### src/rtl/uart_rx_pkt_ctrl.sv
// Frames UART bytes as SYNC / LEN / payload / XOR-checksum packets and holds each
// good packet in a readable buffer until the consumer acknowledges it.
module uart_rx_pkt_ctrl #(
   parameter logic [7:0]  SYNC_BYTE      = 8'hA5,
   parameter int unsigned MAX_LEN        = 16,
   parameter int unsigned TIMEOUT_CYCLES = 100000
) (
   input  logic       sys_clk,
   input  logic       rst_n,
   input  logic [7:0] rx_data,
   input  logic       rx_ready,
   output logic       rx_ready_clear,
   output logic       pkt_valid,
   output logic [4:0] pkt_len,
   input  logic [3:0] rd_addr,
   output logic [7:0] rd_data,
   input  logic       pkt_ack,
   output logic       err_csum,
   output logic       err_len,
   output logic       err_timeout
);

   typedef enum logic [2:0] {HUNT, LEN, PAYLOAD, CSUM, HOLD} state_t;

   state_t      r_state;
   state_t      w_state_nxt;
   logic        r_clr;
   logic        r_valid;
   logic        r_err_csum;
   logic        r_err_len;
   logic        r_err_to;
   logic [4:0]  r_len;
   logic [4:0]  r_pkt_len;
   logic [3:0]  r_idx;
   logic [7:0]  r_xor;
   logic [16:0] r_tcnt;
   logic [7:0]  r_buf [16];

   logic        w_in_pkt;
   logic        w_consume;
   logic        w_timeout;
   logic        w_len_ok;
   logic        w_last;
   logic        w_csum_ok;
   logic        w_set_valid;
   logic        w_set_err_len;
   logic        w_set_err_csum;

   always_ff @(posedge sys_clk or negedge rst_n) begin
      if (!rst_n) r_state <= HUNT;
      else        r_state <= w_state_nxt;
   end

   always_comb begin
      w_state_nxt = r_state;
      if (w_timeout) begin
         w_state_nxt = HUNT;
      end else begin
         case (r_state)
            HUNT:    if (w_consume && (rx_data == SYNC_BYTE)) w_state_nxt = LEN;
            LEN:     if (w_consume) w_state_nxt = w_len_ok ? PAYLOAD : HUNT;
            PAYLOAD: if (w_consume && w_last) w_state_nxt = CSUM;
            CSUM:    if (w_consume) w_state_nxt = w_csum_ok ? HOLD : HUNT;
            HOLD:    if (pkt_ack) w_state_nxt = HUNT;
            default: w_state_nxt = HUNT;
         endcase
      end
   end

   // A byte consumed on the expiry edge takes priority over the timeout.
   always_comb begin
      w_in_pkt       = (r_state == LEN) || (r_state == PAYLOAD) || (r_state == CSUM);
      w_consume      = rx_ready && !r_clr && (r_state != HOLD);
      w_timeout      = w_in_pkt && !w_consume && (r_tcnt == 17'(TIMEOUT_CYCLES - 1));
      w_len_ok       = (rx_data != '0) && (rx_data <= 8'(MAX_LEN));
      w_last         = ({1'b0, r_idx} == (r_len - 5'd1));
      w_csum_ok      = (rx_data == r_xor);
      w_set_err_len  = w_consume && (r_state == LEN)  && !w_len_ok;
      w_set_err_csum = w_consume && (r_state == CSUM) && !w_csum_ok;
      w_set_valid    = w_consume && (r_state == CSUM) && w_csum_ok;
   end

   always_ff @(posedge sys_clk or negedge rst_n) begin
      if (!rst_n) begin
         r_clr      <= 1'b0;
         r_valid    <= 1'b0;
         r_pkt_len  <= '0;
         r_err_csum <= 1'b0;
         r_err_len  <= 1'b0;
         r_err_to   <= 1'b0;
         r_len      <= '0;
         r_idx      <= '0;
         r_xor      <= '0;
         r_tcnt     <= '0;
      end else begin
         r_err_len  <= w_set_err_len;
         r_err_csum <= w_set_err_csum;
         r_err_to   <= w_timeout;

         if (w_consume)     r_clr <= 1'b1;
         else if (!rx_ready) r_clr <= 1'b0;

         if (!w_in_pkt || w_consume || w_timeout) r_tcnt <= '0;
         else                                     r_tcnt <= r_tcnt + 17'd1;

         if (w_consume && (r_state == LEN) && w_len_ok) begin
            r_len <= rx_data[4:0];
            r_xor <= rx_data;
            r_idx <= '0;
         end
         if (w_consume && (r_state == PAYLOAD)) begin
            r_xor <= r_xor ^ rx_data;
            r_idx <= r_idx + 4'd1;
         end

         if (w_set_valid) begin
            r_valid   <= 1'b1;
            r_pkt_len <= r_len;
         end else if ((r_state == HOLD) && pkt_ack) begin
            r_valid <= 1'b0;
         end
      end
   end

   always_ff @(posedge sys_clk) begin
      if (w_consume && (r_state == PAYLOAD)) r_buf[r_idx] <= rx_data;
   end

   assign rx_ready_clear = r_clr;
   assign pkt_valid      = r_valid;
   assign pkt_len        = r_pkt_len;
   assign rd_data        = r_buf[rd_addr];
   assign err_csum       = r_err_csum;
   assign err_len        = r_err_len;
   assign err_timeout    = r_err_to;

endmodule

### config.mk
export PLATFORM = sky130hd
export DESIGN_NAME = uart_rx_pkt_ctrl
export DESIGN_NICKNAME = d
export VERILOG_FILES = /design/src/rtl/uart_rx_pkt_ctrl.sv
export SDC_FILE = /design/constraint.sdc
export NUM_CORES = 1
export LEC_CHECK = 0
export CAP_MARGIN = 15
export CORE_MARGIN = 5
export CORE_UTILIZATION = 50
export CTS_BUF_LIST = sky130_fd_sc_hd__clkbuf_4
export DETAILED_ROUTE_END_ITERATION = 8
export PLACE_DENSITY = 0.68
export REMOVE_ABC_BUFFERS = 1
export SLEW_MARGIN = 20
export SYNTH_ARGS = -nofsm -noshare
export SYNTH_HDL_FRONTEND = slang
export SYNTH_SLANG_ARGS = --single-unit
### constraint.sdc
create_clock -name sys_clk -period 4.15 [get_ports sys_clk]
set_input_delay 0.83 -clock sys_clk [delete_from_list [all_inputs] [get_ports sys_clk]]
set_output_delay 0.83 -clock sys_clk [all_outputs]
set_load 0.005 [all_outputs]
==> metrics.yaml <==
worst_setup_path:
  r2r_slack_ps: 1850
  r2r-start: "r_state[2]$_DFFE_PN0P_"
  end_kind: "output port"
  cp.required_ps: 3320
  critical_path_class: "input pin to output port"
  r2r_end: "r_buf[4][3]$_DFFE_PP_"
  reg2regPathDepth: 5
  cp_max_fo: 8
  startpoint_type: "input pin"
  cp_data_arrival_time_ps: 2800
  startpoint: "rd_addr[3]"
synthesis:
  synth_flop_cell: "edfxtp_1"
  postSynthCellCount: 463
  synth.distinct_cells: 56
  async_reset_ff_frac: 0.269
  synth.area.top_cells: "edfxtp_1 (52%), dfrtp_1 (16%), mux4_2 (9.7%), xor2_1 (1.8%), a22oi_1 (1.6%)"
  ys_warn_count: 0
  synth-edff-count: 128
  synth_area_leader_cell: "edfxtp_1"
  ys_seq_elements: 175
  synth_area_per_cell_um2: 16.1
  seq_area_frac_synth: 0.673
  synth_top_area_frac: 0.515
  synthesis.area_mm2: 0.00746
run:
  maxCapViolations: 0
clock_network:
  tritoncts: "done"
  cts_hold_buffers: 0
  cts_setup_buffers: 0
  cts.sinks: 175
  cts-buffers-inserted: 17
  clock_latency_ps: 570
  ctsResizeCount: 0
  clk_pin_slew_ps: 140
  clock_path_buffers: 2
  cts_root_buffer: "clkbuf_4"
  cts_max_level: 4
grt:
  antenna_found_initial: 0
  grt_max_degree: 48
  grt_overflow_total: 0
  grt_pass1_vias: 4361
  grt_pass1_wl_um: 24400
  grt_usage: 0.180
placement:
  postPlaceCellArea_mm2: 0.00807
  dp_hpwl_um: 9950
  port_buffers: 33
  gp_congestion: 0.765
  place_ws_ps: 477
layout:
  drive_gt1_frac: 0.194
  num-fill-cells: 1140
  area_delta_synth_final_pct: 11.6
  multi_input_area_mm2: 0.00232
  antenna_cells: 0
  finalInstanceArea_mm2: 0.00833
  final_nets: 535
  seqCellArea_mm2: 0.00502
  finish.utilization: 0.571
hold_path:
  hp-class: "input pin to asynchronous set/reset pin"
sta:
  setup_slack_ps: 516
  clock_skew_ps: 14.2
  timing.final.crit_share: 0.876
  hold_violations: 0
  slew_headroom: 0.520
  setup_viol: 0
  rsz0062_at_grt: "false"
  tightest_slew_ps: 718
  timing.fmax_mhz: 275
  setup_tns_ps: 0
  drv_slew: 0
  period_minus_slack_ps: 3630
floorplan:
  die-area_mm2: 0.0175
  core-area_mm2: 0.0146
  chipWidth_um: 132
  fp-row-count: 44
  pin_count: 34
  start_util: 0.511
  die_y_um: 132
power:
  p_leak_nw: 2.92
  pwr-share-clk: 0.300
  p_per_area_mw_per_mm2: 354
  power_switching_mw: 0.729
  swShare: 0.247
  ir_drop_mv: 0.148
  intPower_mw: 2.22
  seq_power_share: 0.639
  power_frac_comb: 0.061
route:
  num_vias: 4179
  first_pass_iters: 4
  avgRoutedWirePerCell_um: 20.8
  totalWireLength_um: 14800
  drt_iter0_markers: 317
  drc: 0
  ant_nets: 0
  vias_per_cell: 5.89
outcome:
  outcome: "finished clean"
-- cell usage after synthesis, types with 2 or more instances --
cell,instances
edfxtp_1,128
dfrtp_1,47
mux4_2,32
nor2_1,25
nand2_1,20
a22oi_1,16
and2_1,15
xor2_1,15
a21oi_1,11
o21ai_0,11
nand3_1,10
xnor2_1,10
clkbuf_1,9
and4_1,8
inv_1,8
mux2_2,8
nand4_1,8
ha_1,6
or3_1,6
nand3b_1,5
nor3_1,5
nor4b_1,5
buf_2,4
nor2b_1,4
nor3b_1,4
o311a_1,4
nand2_2,3
nor4_1,3
a211oi_2,2
a21o_1,2
and4b_1,2
buf_1,2
buf_6,2
-- how the worst max path moves through the flow --
stage,slack [ps],endpoint,cells after the start
finish,520,rd_data[0],5
global route,360,rd_data[4],5
CTS,460,rd_data[0],5
detailed placement,480,rd_data[0],5
global placement,520,rd_data[0],5
floorplan,1430,r_buf[2][0]$_DFFE_PP_,3
-- per-layer routing --
metal,GRT usage,part of all wire,vias up
met2,0.276,0.48,113
met1,0.260,0.47,2134
met5,0,0,-
met4,0.0486,0.013,0
met3,0.0431,0.043,13
li1,-,-,1919
-- stage by stage --
step | power (mW) | std cells | hold slack (ps)
after floorplan | 1.99 | 444 | 455
after global placement | 2.10 | 678 | 464
after detailed placement | 2.10 | 678 | 486
after CTS | 2.97 | 710 | 440
after global routing | 3.06 | 710 | 253
final | 2.95 | 710 | 254
-- worst max-delay path, stage by stage --
cell and delay, ps:
clkdlybuf4s50_1 510, nor2b_1 600, a22oi_1 190, nand2_1 150, clkdlybuf4s50_1 510
-- sequential cells by signal, indices dropped and copies added (netlist names) --
register / cells
err_len: 1
err_csum: 1
pkt_len: 5
r_tcnt: 17
r_buf: 128
r_len: 5
err_timeout: 1
r_idx: 4
r_state: 3
pkt_valid: 1
rx_ready_clear: 1
r_xor: 8
-- kinds of logic after synthesis --
family | share of synthesized area
flops | 0.673
simple gates | 0.113
compound gates | 0.0493
mux | 0.109
buf+inv | 0.0169
xor+xnor | 0.0293
fa+ha+maj | 0.0101
-- power by group through the flow --
stage / sequential, mW / clock, mW / combinational, mW
after global placement: 1.92 / 0 / 0.178
after CTS: 1.88 / 0.903 / 0.183
after detailed placement: 1.92 / 0 / 0.182
after floorplan: 1.92 / 0 / 0.0678
final: 1.88 / 0.883 / 0.180
after global routing: 1.89 / 0.982 / 0.196
-- final cells by class --
cell class                      count  share of cell area
Multi-Input combinational cell    261               0.278
Clock inverter                     15              0.0156
Inverter                            8             0.00361
Sequential cell                   175               0.603
Tap cell                          184              0.0276
Timing Repair Buffer               50              0.0571
Clock buffer                       17              0.0153
-- placed cells by master, fill, tap and decap left out, types with 3 or more instances in the layout --
master	netlist	layout
edfxtp_1	128	128
dfrtp_1	47	47
mux4_2	32	32
clkdlybuf4s50_1	0	31
nor2_1	25	25
nand2_1	20	20
clkbuf_4	0	17
a22oi_1	16	16
buf_4	1	16
and2_1	15	15
xor2_1	15	15
o21ai_0	11	11
a21oi_1	11	11
nand3_1	10	10
xnor2_1	10	10
inv_1	8	8
and4_1	8	8
nand4_1	8	8
mux2_2	8	8
or3_1	6	6
ha_1	6	6
nor3_1	5	5
nor4b_1	5	5
nand3b_1	5	5
nor2b_1	4	4
nor3b_1	4	4
o311a_1	4	4
inv_6	0	4
clkinv_4	0	4
nor4_1	3	3
nand2_2	3	3
clkinvlp_4	0	3
inv_8	0	3
No activity file was read; power rests on OpenSTA's default activity.
